<file path="config.mk">
export PLATFORM = sky130hd
export DESIGN_NAME = jb_mode_cntr
export DESIGN_NICKNAME = d
export VERILOG_FILES = /design/src/rtl/jb_mode_cntr_pkg.sv /design/src/rtl/jb_mode_cntr_ch.sv /design/src/rtl/jb_mode_cntr.sv
export SDC_FILE = /design/constraint.sdc
export NUM_CORES = 1
export LEC_CHECK = 0
export CELL_PAD_IN_SITES_DETAIL_PLACEMENT = 1
export CELL_PAD_IN_SITES_GLOBAL_PLACEMENT = 1
export CORE_ASPECT_RATIO = 1.2
export CORE_MARGIN = 2
export CORE_UTILIZATION = 30
export DETAILED_ROUTE_END_ITERATION = 12
export PLACE_DENSITY_LB_ADDON = 0.1
export SLEW_MARGIN = 5
export SYNTH_ARGS = -nofsm -noshare
export SYNTH_HDL_FRONTEND = slang
export SYNTH_SLANG_ARGS = --single-unit
</file>
<file path="constraint.sdc">
create_clock -name clk -period 6.9 [get_ports clk]
set_clock_uncertainty 0.15 [all_clocks]
set_input_delay 2.07 -clock clk [delete_from_list [all_inputs] [get_ports clk]]
set_output_delay 2.07 -clock clk [all_outputs]
set_load 0.05 [all_outputs]
</file>
<file path="src/rtl/jb_mode_cntr_pkg.sv">
// Shared types for the multi-mode counter: channel counting modes and the
// two-state ONE_SHOT sequencer.
package jb_cntr_pkg;

    typedef enum logic [1:0] {
        UP_WRAP   = 2'd0,
        DOWN_WRAP = 2'd1,
        UP_SAT    = 2'd2,
        ONE_SHOT  = 2'd3
    } cntr_mode_e;

    typedef enum logic {
        RUN  = 1'b0,
        DONE = 1'b1
    } os_state_e;

endpackage

</file>
<file path="src/rtl/jb_mode_cntr_ch.sv">
// One counter channel: clear > load > count priority, four counting modes,
// ONE_SHOT sequencing via a RUN/DONE state. All outputs are registers.
module jb_mode_cntr_ch
    import jb_cntr_pkg::*;
#(
    parameter int COUNT_WIDTH = 39
) (
    input  logic                   clk,
    input  logic                   reset,
    input  logic                   enable,
    input  logic                   clear,
    input  logic                   load,
    input  logic [COUNT_WIDTH-1:0] load_value,
    input  logic [COUNT_WIDTH-1:0] max_value,
    input  logic [1:0]             mode,
    output logic [COUNT_WIDTH-1:0] cntr,
    output logic                   tc,
    output logic                   done
);
    localparam logic [COUNT_WIDTH-1:0] ONE = COUNT_WIDTH'(1);

    logic [COUNT_WIDTH-1:0] cntr_reg;
    logic                   tc_reg;
    logic                   done_reg;
    os_state_e              state_reg;
    cntr_mode_e             mode_e;
    logic [COUNT_WIDTH-1:0] cntr_inc;
    logic [COUNT_WIDTH-1:0] cntr_dec;

    assign mode_e   = cntr_mode_e'(mode);
    assign cntr_inc = cntr_reg + ONE;
    assign cntr_dec = cntr_reg - ONE;

    // Channel state machine: counter, terminal-count pulse and ONE_SHOT state.
    always_ff @(posedge clk) begin
        if (reset) begin
            cntr_reg  <= '0;
            tc_reg    <= 1'b0;
            done_reg  <= 1'b0;
            state_reg <= RUN;
        end else if (clear) begin
            cntr_reg  <= '0;
            tc_reg    <= 1'b0;
            done_reg  <= 1'b0;
            state_reg <= RUN;
        end else if (load) begin
            // A load above max_value is kept as-is; each mode resolves it on count.
            cntr_reg  <= load_value;
            tc_reg    <= 1'b0;
            done_reg  <= 1'b0;
            state_reg <= RUN;
        end else begin
            tc_reg <= 1'b0;
            // Leaving ONE_SHOT drops any completion status immediately.
            if (mode_e != ONE_SHOT) begin
                state_reg <= RUN;
                done_reg  <= 1'b0;
            end
            if (enable) begin
                case (mode_e)
                    UP_WRAP: begin
                        if (cntr_reg >= max_value) begin
                            cntr_reg <= '0;
                            tc_reg   <= 1'b1;
                        end else begin
                            cntr_reg <= cntr_inc;
                        end
                    end
                    DOWN_WRAP: begin
                        if (cntr_reg == '0 || cntr_reg > max_value) begin
                            cntr_reg <= max_value;
                            tc_reg   <= 1'b1;
                        end else begin
                            cntr_reg <= cntr_dec;
                        end
                    end
                    UP_SAT: begin
                        // cntr_inc cannot overflow here since cntr_reg < max_value.
                        if (cntr_reg < max_value) begin
                            cntr_reg <= cntr_inc;
                            tc_reg   <= (cntr_inc == max_value);
                        end
                    end
                    ONE_SHOT: begin
                        if (state_reg == RUN) begin
                            if (cntr_reg < max_value) begin
                                cntr_reg <= cntr_inc;
                                if (cntr_inc == max_value) begin
                                    state_reg <= DONE;
                                    tc_reg    <= 1'b1;
                                    done_reg  <= 1'b1;
                                end
                            end else begin
                                state_reg <= DONE;
                                tc_reg    <= 1'b1;
                                done_reg  <= 1'b1;
                            end
                        end
                    end
                    default: begin
                        cntr_reg <= cntr_reg;
                    end
                endcase
            end
        end
    end

    assign cntr = cntr_reg;
    assign tc   = tc_reg;
    assign done = done_reg;

endmodule

</file>
<file path="src/rtl/jb_mode_cntr.sv">
// Multi-channel, multi-mode counter: NUM_CH independent channels, bus slicing only.
module jb_mode_cntr
    import jb_cntr_pkg::*;
#(
    parameter int NUM_CH      = 4,
    parameter int COUNT_WIDTH = 39
) (
    input  logic                          clk,
    input  logic                          reset,
    input  logic [NUM_CH-1:0]             enable,
    input  logic [NUM_CH-1:0]             clear,
    input  logic [NUM_CH-1:0]             load,
    input  logic [NUM_CH*COUNT_WIDTH-1:0] load_value,
    input  logic [NUM_CH*COUNT_WIDTH-1:0] max_value,
    input  logic [NUM_CH*2-1:0]           mode,
    output logic [NUM_CH*COUNT_WIDTH-1:0] cntr,
    output logic [NUM_CH-1:0]             tc,
    output logic [NUM_CH-1:0]             done
);
    for (genvar gi = 0; gi < NUM_CH; gi++) begin : g_ch
        jb_mode_cntr_ch #(
            .COUNT_WIDTH (COUNT_WIDTH)
        ) u_ch (
            .clk        (clk),
            .reset      (reset),
            .enable     (enable[gi]),
            .clear      (clear[gi]),
            .load       (load[gi]),
            .load_value (load_value[gi*COUNT_WIDTH +: COUNT_WIDTH]),
            .max_value  (max_value[gi*COUNT_WIDTH +: COUNT_WIDTH]),
            .mode       (mode[gi*2 +: 2]),
            .cntr       (cntr[gi*COUNT_WIDTH +: COUNT_WIDTH]),
            .tc         (tc[gi]),
            .done       (done[gi])
        );
    end

endmodule
</file>
== After elaboration in Yosys (flattened, before gate mapping) ==
Cells that the tools add are included.

* Bitwise gates (word level): 4
* Mux-type cells: 104
* Order comparisons: 12
* Add/sub/neg operators: 8
* Eq/ne operators: 24
* Reductions and logical operators: 32

{| class="wikitable"
|+ Operators with widths
! operator !! count
|-
| 2-to-1 mux 39 bit || 24
|-
| one-hot mux 39 bit (4 select lines) || 4
|-
| adder 39 x 1 -> 39 bit (second input constant) || 4
|-
| == test 39 bit || 4
|-
| greater-or-equal comparator 39 bit || 4
|-
| greater-than comparator 39 bit || 4
|-
| logical NOT 39 bit || 4
|-
| less-than comparator 39 bit || 4
|-
| subtractor 39 x 1 -> 39 bit (second input constant) || 4
|-
| 2-to-1 mux 1 bit || 72
|-
| == test 2 bit (second input constant) || 8
|-
| one-hot mux 1 bit (4 select lines) || 4
|-
| OR reduction 4 bit || 4
|-
| inequality test 3 bit (second input constant) || 4
|-
| OR reduction 3 bit || 4
|-
| == test 2 x 1 -> 1 bit (second input constant) || 4
|-
| logical NOT 2 bit || 4
|-
| inequality test 2 bit (second input constant) || 4
|-
| AND reduction 2 bit || 4
|-
| nonzero test 2 bit || 4
|-
| OR reduction 2 bit || 4
|-
| logical OR 1 bit || 4
|-
| inverter 1 bit || 4
|}

* Input port bits: 334
* Flip-flop bits (word level): 168
* Word-level logic and storage cells: 200

== Longest topological paths before layout ==
Gate-level depths: netlist of the first run.

* Depth in word-level cells: 7
* Mapped depth: 14
* Gate-level depth less buffers: 11

== Cells and area by module ==
A second synthesis of the first run with hierarchy kept.

* Cells, all modules: 3,527
* Area, all modules: 25,590.8 um2

{| class="wikitable"
|+ By module, submodules not included
! module !! area an instance (um2) !! instances !! cells an instance
|-
| jb_mode_cntr_ch (g_ch[1].u_ch ...) || 6,229.7 || 2 || 850
|-
| jb_mode_cntr_ch (g_ch[0].u_ch) || 6,819.0 || 1 || 970
|-
| jb_mode_cntr_ch (g_ch[3].u_ch) || 6,312.3 || 1 || 857
|}

== Worst setup path before layout of the first run ==
No wires, ideal clock.

* Path kind: input -> register
* From: input max_value[100]
* To: register g_ch[2].u_ch.cntr_reg[1]
* Slack: 1.951 ns
* Stages: 12
* Arrival: 4.729 ns
* Setup time: 0.070 ns
* Buffers on the path: 2
* Cell sequence: inv_1 -> ha_1 -> nand4_1 -> nor4_1 -> o311ai_0 -> nand4_1 -> a22oi_1 -> a221oi_1 -> clkbuf_1 -> clkbuf_1 -> a22oi_1 -> a21oi_1

* Longest elaborated chain between the ends: 6
* Elaborated cells between the ends (all ways): 11

{| class="wikitable"
|+ RTL lines
! what !! RTL line !! source
|-
| start: declaration || jb_mode_cntr.sv:14 || <nowiki>input logic [NUM_CH*COUNT_WIDTH-1:0] max_value,</nowiki>
|-
| less-than comparator 39 bit or greater-than comparator 39 bit (tied branches) || jb_mode_cntr_ch.sv:79, jb_mode_cntr_ch.sv:86, jb_mode_cntr_ch.sv:70 ||
|-
| 2-to-1 mux 39 bit or logical OR 1 bit (tied branches) || -- ||
|-
| 2-to-1 mux 39 bit (on tied branches) || -- ||
|-
| one-hot mux 39 bit (4 select lines) (*) || jb_mode_cntr_ch.sv:60 || <nowiki>case (mode_e)</nowiki>
|-
| 2-to-1 mux 39 bit (*) || jb_mode_cntr_ch.sv:59 || <nowiki>if (enable) begin</nowiki>
|-
| 2-to-1 mux 39 bit (*) || jb_mode_cntr_ch.sv:46 || <nowiki>end else if (load) begin</nowiki>
|-
| end signal: assignment || jb_mode_cntr_ch.sv:48 || <nowiki>cntr_reg <= load_value;</nowiki>
|-
| end signal: assignment || jb_mode_cntr_ch.sv:66 || <nowiki>cntr_reg <= cntr_inc;</nowiki>
|-
| end signal: assignment || jb_mode_cntr_ch.sv:71 || <nowiki>cntr_reg <= max_value;</nowiki>
|-
| end: declaration || jb_mode_cntr_ch.sv:22 || <nowiki>logic [COUNT_WIDTH-1:0] cntr_reg;</nowiki>
|}

Every way passes the cells marked *; elsewhere a longest branch is shown, timed or not. The select of a mux whose other input is x is not followed.
A chain may end at the register's enable or synchronous reset.

== Worst setup path after layout of the first run ==
* From: input max_value[24]
* To: register g_ch[0].u_ch.cntr_reg[16]

* Longest elaborated chain between the ends: 6
* Elaborated cells between the ends (all ways): 11

{| class="wikitable"
|+ RTL lines
! what !! RTL line
|-
| less-than comparator 39 bit or greater-than comparator 39 bit (tied branches) || jb_mode_cntr_ch.sv:79, jb_mode_cntr_ch.sv:86, jb_mode_cntr_ch.sv:70
|-
| 2-to-1 mux 39 bit or logical OR 1 bit (tied branches) || --
|-
| 2-to-1 mux 39 bit (on tied branches) || --
|-
| one-hot mux 39 bit (4 select lines) (*) || jb_mode_cntr_ch.sv:60
|-
| 2-to-1 mux 39 bit (*) || jb_mode_cntr_ch.sv:59
|-
| 2-to-1 mux 39 bit (*) || jb_mode_cntr_ch.sv:46
|-
| end signal: assignment || jb_mode_cntr_ch.sv:48
|-
| end signal: assignment || jb_mode_cntr_ch.sv:66
|-
| end signal: assignment || jb_mode_cntr_ch.sv:71
|-
| end: declaration || jb_mode_cntr_ch.sv:22
|}

Marks and branches as above.

==> out/qor.log, run 1 <==
INFO  status         status=finished, final reports clean
INFO  logic_synthesis synthesized_area_fraction_occupied_by_and_or_nand_nor_cells=28.2%
INFO  routing        detailedRoute.firstPassIterationCount=5
INFO  setup_path     critPathMaxStageDelay=0.71ns
INFO  setup_path     timing.critical_path.max_delay_family=compound AO/OA/AOI/OAI gates
INFO  floorplan      floorplan.io_pins=498
INFO  cells_and_area largest_register_ff_count=156
INFO  cells_and_area final_nets=4,308
INFO  cts            cts-buffers-inserted=17
INFO  floorplan      floorplan.initialDensity=30.1%
INFO  logic_synthesis synth_xor_area_share=15.4%
INFO  logic_synthesis netlist_instances=3,524
INFO  logic_synthesis ys_seq_area_share=13.7%
INFO  cts            cts.hold.buffers_added=0
INFO  sta            setup_viol_count_final=0
INFO  placed_design  numPortBuffers=497
INFO  cells_and_area fin_cells=4,877
INFO  placed_design  place_worst_setup_slack=0.572ns
INFO  logic_synthesis postSynthRegisterBits=168
INFO  routing        detail_route.vias_per_cell=5.98
INFO  routing        route.antenna.remaining_nets=0
INFO  setup_path     crit_path_cell_trace=clkdlybuf4s50_1 -> inv_1 -> ha_1 -> nand4_1 -> nor2_1 -> a221oi_1 -> a211oi_1 -> nor3_1 -> o21a_2 -> buf_4 -> nor2_1 -> a211o_1 -> a31oi_1
INFO  setup_path     worstSetupStartpointType=primary input
INFO  global_route   grt_pass1_vias=29,600
INFO  sta            relative_slew_slack=18.8%
INFO  logic_synthesis yosys_most_used_dff=dfxtp_1
INFO  logic_synthesis synth-compound-area-share=25.2%
INFO  power_and_ir_drop p_per_area=136mW/mm²
INFO  cells_and_area layout-drive-gt1-share=4.55%
INFO  global_route   all_layer_gr_usage=29.3%
INFO  setup_path     worst_path_most_repeated_cell=nor2_1
INFO  cts            ctsHtreeMaxLevel=4
INFO  cts            cts.sinks=168
INFO  floorplan      die_height=318µm
INFO  logic_synthesis synth.lib_cells_used.distinct=89
INFO  logic_synthesis yosys-mux-area-fraction=0.962%
INFO  logic_synthesis synth_fp_nets=4,022
INFO  global_route   antenna_found_initial=15
INFO  routing        wl=126,000µm
INFO  floorplan      row_count=115
INFO  sta            max_freq=170MHz
INFO  cts            tritoncts=built
INFO  sta            rsz0062_at_grt=false
INFO  sta            slew_viol_final=0
INFO  cts            postCtsSetupRepairBufs=0
INFO  sta            finalHoldViolCount=0
INFO  sta            worst_slew_pin_slew=1.21ns
INFO  logic_synthesis synth_top_family_by_area=simple AND/OR/NAND/NOR gates
INFO  logic_synthesis async_flop_share=0%
INFO  setup_path     crit_path_top_delay_cell=nor3_1
INFO  placed_design  hpwlAfterDp=98,700µm
INFO  setup_path     crit_path_end_kind=flop
INFO  logic_synthesis synth_adder_area_share=8.35%
INFO  routing        routed_wire_length_per_instance=25.9µm
INFO  setup_path     required=7.20ns
INFO  setup_path     arr_time_crit_path=6.20ns
INFO  logic_synthesis synth_edf_count=0
INFO  hold_path      hold_path_class=flop to flop
INFO  global_route   global_route_total_overflow=0
INFO  cts            ctsLongestPathBuffers=2
INFO  setup_path     critical_path_class=primary input to flop
INFO  sta            setup_tns=0ns
INFO  cts            clk_pin_slew_worst_paths=0.08ns
INFO  job            maxCapViolCount=0
INFO  floorplan      placeableCoreArea=0.0816mm²
INFO  cts            root_cell_of_the_clock_tree=clkbuf_16
INFO  sta            worst_slack=1.00ns
INFO  setup_path     worstPathBufferInverterCount=3
INFO  power_and_ir_drop leakage=11.8nW
INFO  routing        drc=0
INFO  setup_path     crit_path_max_fanout=31
INFO  sta            layout_worst_path_cycle_share=85.5%
INFO  floorplan      die_w=265µm
INFO  global_route   grt_start_max_net_pins=46
INFO  global_route   wire_length_of_the_first_global_routing_pass=191,000µm
INFO  logic_synthesis ys.warnings.count=0
INFO  floorplan      design.die.area=0.0843mm²
INFO  power_and_ir_drop vdd_drop_max=0.163mV
INFO  cts            cts_resized=0
INFO  cells_and_area areaGrowthSynthToFinish=26.1%
INFO  cts            worstSkewPairLatency=0.53ns
INFO  routing        via_count=29,200
INFO  logic_synthesis post_syn_area_per_cell=6.98µm²
INFO  placed_design  dp_cells=4,844
INFO  placed_design  gpl.final_weighted_congestion=0.974
INFO  sta            finalWorstPathRequiredPeriod=5.90ns
INFO  routing        detail_route.iter0.violations=1,980
INFO  logic_synthesis synth.cell_area=0.0246mm²
==> cell type report <==
class	instances	area (µm²)
multi-input combinational	2842	19300
fill	10100	50600
clock buffer	22	484
clock inverter	9	140
antenna	2	5.00
sequential	168	3360
timing repair buffer	581	5610
inverter	200	751
tap	1053	1320
==> layout by cell type (no fill, tap or decap), types with 145 or more instances in the layout <==
cell / instances
nand2_1: 344
ha_1: 164
a21oi_1: 174
xnor2_1: 257
clkdlybuf4s50_1: 496
nand3_1: 163
inv_1: 197
nor3_1: 145
nor2_1: 198
dfxtp_1: 168
==> metrics by stage <==
stage | total power (W) | utilization [%] | instance area (µm²) | hold slack (ns)
CTS | 0.00425 | 38.0 | 31000 | 0.346
finish | 0.00423 | 38.0 | 31000 | 0.341
global placement | 0.00309 | 37.2 | 30400 | 0.314
detailed placement | 0.00310 | 37.2 | 30400 | 0.329
floorplan | 0.00231 | - | 24600 | 0.288
global route | 0.00445 | 38.0 | 31000 | 0.381
==> final timing paths <==
path	from	to	slack [ns]	cells after the start
min	g_ch[1].u_ch.done	g_ch[1].u_ch.done	0.34	2
max	max_value[24]	g_ch[0].u_ch.cntr[16]	1.00	13
min reg2reg	g_ch[1].u_ch.done	g_ch[1].u_ch.done	0.34	2
max reg2reg	g_ch[2].u_ch.cntr[5]	g_ch[2].u_ch.tc	2.17	9
==> cell usage after synthesis, drive strengths merged, types with 57 or more instances <==
cell / instances / area share [%]
a21oi: 176 / 3.6
a31oi: 100 / 2.5
clkbuf: 275 / 4.2
dfxtp: 168 / 14
ha: 164 / 8.3
inv: 198 / 3.0
nand2: 344 / 5.3
nand2b: 57 / 1.5
nand3: 163 / 3.3
nand4: 84 / 2.1
nor2: 204 / 3.1
nor3: 145 / 3.0
nor4: 88 / 2.3
o211ai: 97 / 3.0
o21ai: 137 / 2.8
o221ai: 82 / 2.9
xnor2: 257 / 9.2
xor2: 138 / 4.9
==> worst min-delay path, delay by kind of cell (launching register included) <==
| family | cells | cell delay (ns) |
|---|---|---|
| DFF | 1 | 0.34 |
| AOI/OAI and AO/OA | 2 | 0.12 |
==> power by group <==
part           leakage, nW  internal [W]  switching [W]
clock                0.299      0.000609       0.000529
sequential            1.37       0.00102       0.000201
combinational         10.1      0.000777        0.00109
total                 11.8       0.00240        0.00183
==> cell families after synthesis <==
group / Yosys count
xor+xnor: 410
fa+ha+maj: 164
simple gates: 1347
flops: 168
buf+inv: 514
compound gates: 898
mux: 23
==> layer usage <==
layer	global-route usage [%]	part of all wire (%)	up-vias
met3	4.93	5.6	190
met2	50.2	48	852
met4	9.91	3.1	24
li1	-	-	13600
met1	37.0	43	14500
met5	0	0.11	-
No activity file was read; power rests on OpenSTA's default activity.
==> run 2, diff against run 1 <==
--- a/config.mk
+++ b/config.mk
@@ -10,7 +10,9 @@
 export CORE_ASPECT_RATIO = 1.2
 export CORE_MARGIN = 2
 export CORE_UTILIZATION = 30
+export CTS_BUF_LIST = sky130_fd_sc_hd__clkbuf_2
 export DETAILED_ROUTE_END_ITERATION = 12
+export HOLD_SLACK_MARGIN = 0.12
 export PLACE_DENSITY_LB_ADDON = 0.1
 export SLEW_MARGIN = 5
 export SYNTH_ARGS = -nofsm -noshare
==> run 2 against run 1 <==
Net effect: cell count unchanged; core utilization fell by 0.46 points; combinational power is essentially flat; sequential power about the same; critical path type unchanged; critical endpoint unchanged.
==> out/qor.log, run 2 (synthesis results as in run 1) <==
INFO  status         status=finished, final reports clean
INFO  cells_and_area nFillCells=10,200
INFO  cts            worstSkewPairLatency=1.15ns
INFO  setup_path     critical_path_class=primary input to flop
INFO  cts            tritoncts=built
INFO  floorplan      die_w=265µm
INFO  sta            worst_slack=1.58ns
INFO  power_and_ir_drop sw_frac_of_total=47.0%
INFO  power_and_ir_drop power_frac_seq=32.4%
INFO  sta            relative_slew_slack=16.7%
INFO  routing        via_count=29,200
INFO  power_and_ir_drop p_per_area=123mW/mm²
INFO  cts            cts-buffers-inserted=17
INFO  job            maxCapViolCount=0
INFO  setup_path     arr_time_crit_path=6.25ns
INFO  routing        detailedRoute.firstPassIterationCount=5
INFO  placed_design  place_worst_setup_slack=0.572ns
INFO  floorplan      die_height=318µm
INFO  cts            ctsLongestPathBuffers=2
INFO  floorplan      design.die.area=0.0843mm²
INFO  global_route   wire_length_of_the_first_global_routing_pass=190,000µm
INFO  power_and_ir_drop vdd_drop_max=0.108mV
INFO  routing        wl=126,000µm
INFO  power_and_ir_drop clkPwrFrac=18.0%
INFO  cells_and_area multi_input_comb_area=0.0193mm²
INFO  floorplan      floorplan.io_pins=498
INFO  sta            slew_viol_final=0
INFO  floorplan      floorplan.initialDensity=30.1%
INFO  cells_and_area finalInstanceArea=0.0306mm²
INFO  cts            root_cell_of_the_clock_tree=clkbuf_2
INFO  sta            max_freq=188MHz
INFO  setup_path     worstSetupStartpointType=primary input
INFO  cts            cts_resized=0
INFO  floorplan      placeableCoreArea=0.0816mm²
INFO  setup_path     reg2reg_from=g_ch[2].u_ch.cntr[5]
INFO  global_route   all_layer_gr_usage=29.3%
INFO  global_route   grt_start_max_net_pins=46
INFO  placed_design  hpwlAfterDp=98,700µm
INFO  routing        routed_wire_length_per_instance=25.9µm
INFO  global_route   global_route_total_overflow=0
INFO  cts            clk_pin_slew_worst_paths=0.31ns
INFO  routing        drc=0
INFO  cts            postCtsSetupRepairBufs=0
INFO  cells_and_area final_nets=4,308
INFO  sta            setup_tns=0ns
INFO  hold_path      hold_path_class=flop to flop
INFO  cells_and_area largest_register_ff_count=156
INFO  floorplan      row_count=115
INFO  cts            ctsHtreeMaxLevel=4
INFO  setup_path     required=7.84ns
INFO  global_route   antenna_found_initial=16
INFO  routing        detail_route.vias_per_cell=5.98
INFO  setup_path     crit_path_end_kind=flop
INFO  placed_design  placed_cell_area=0.0304mm²
INFO  global_route   grt_pass1_vias=29,600
INFO  power_and_ir_drop switchingPower=0.00177W
INFO  sta            worst_slew_pin_slew=1.24ns
INFO  cells_and_area register_area=0.00336mm²
INFO  cells_and_area layout-drive-gt1-share=4.47%
INFO  placed_design  gpl.final_weighted_congestion=0.974
INFO  cts            cts.hold.buffers_added=0
INFO  sta            finalHoldViolCount=0
INFO  routing        detail_route.iter0.violations=2,057
INFO  cells_and_area areaGrowthSynthToFinish=24.5%
INFO  cells_and_area mostFrequentLayoutCells=clkdlybuf4s50_1 (496), nand2_1 (344), xnor2_1 (257)
INFO  routing        route.antenna.remaining_nets=0
INFO  hold_path      min-delay-start=g_ch[1].u_ch.done
INFO  sta            layout_worst_path_cycle_share=77.0%
INFO  power_and_ir_drop power.combinational.fraction=49.5%
INFO  placed_design  numPortBuffers=497
INFO  cts            cts.sinks=168
INFO  sta            rsz0062_at_grt=false
INFO  setup_path     crit_path_max_fanout=31
INFO  power_and_ir_drop internal-power=0.00200W
INFO  setup_path     cp-startpoint=max_value[8]
INFO  cells_and_area mostFrequentLayoutCell=clkdlybuf4s50_1
INFO  sta            finalWorstPathRequiredPeriod=5.32ns
INFO  power_and_ir_drop leakage=11.6nW
INFO  sta            setup_viol_count_final=0
[run 2: changes by cell type in the layout (fill, tap and decap cells not counted)]
| cell | delta |
|---|---|
| clkbuf_8 | -4 |
| clkinv_1 | +4 |
| clkbuf_1 | -1 |
| clkbuf_16 | -17 |
| clkbuf_2 | +18 |
[run 2: metal layers]
metal | part of all wire, % | GRT usage [%] | vias up
met1 | 43 | 37.1 | 14500
met2 | 48 | 50.3 | 908
li1 | - | - | 13600
met3 | 5.3 | 4.42 | 179
met4 | 3.0 | 9.73 | 24
met5 | 0.11 | 0 | -
[run 2: final timing paths]
check             slack [ns]  cells after the start               endpoint
hold reg to reg         0.38                      2      g_ch[1].u_ch.done
setup / recovery        1.58                     13  g_ch[0].u_ch.cntr[16]
hold / removal          0.38                      2      g_ch[1].u_ch.done
setup reg to reg        2.09                      9        g_ch[2].u_ch.tc
[run 2: power groups by stage]
| stage | combinational, W | sequential [W] | clock [W] |
|---|---|---|---|
| detailed placement | 0.00186 | 0.00124 | 0 |
| global route | 0.00203 | 0.00124 | 0.000730 |
| finish | 0.00187 | 0.00122 | 0.000681 |
| floorplan | 0.00105 | 0.00126 | 0 |
| CTS | 0.00187 | 0.00122 | 0.000714 |
| global placement | 0.00185 | 0.00124 | 0 |
[run 2: critical path: stages]
cell and delay [ns]:
clkdlybuf4s50_1 0.52, inv_1 0.06, ha_1 0.31, a21oi_1 0.16
o21ai_0 0.14, a221oi_1 0.45, a21oi_1 0.18, nor3_1 0.71
o21a_2 0.68, buf_4 0.45, nor2_1 0.07, a211o_1 0.28
a31oi_1 0.15
[run 2: cell type report]
| type | instances | share of cell area (%) |
|---|---|---|
| multi-input cells | 2842 | 63.1 |
| repair buffers | 581 | 18.3 |
| flip-flops and latches | 168 | 11.0 |
| well taps | 1053 | 4.30 |
| inverters | 200 | 2.45 |
| clock inverters | 13 | 0.507 |
| clock buffers | 18 | 0.294 |
| diodes | 2 | 0.0163 |
[run 2: stage by stage]
step | cells | hold slack, ns | util (%) | total power, W
finish | 4877 | 0.378 | 37.5 | 0.00378
global route | 4877 | 0.420 | 37.5 | 0.00400
CTS | 4875 | 0.383 | 37.5 | 0.00380
detailed placement | 4844 | 0.329 | 37.2 | 0.00310
global placement | 4844 | 0.314 | 37.2 | 0.00309
floorplan | 3524 | 0.288 | - | 0.00231
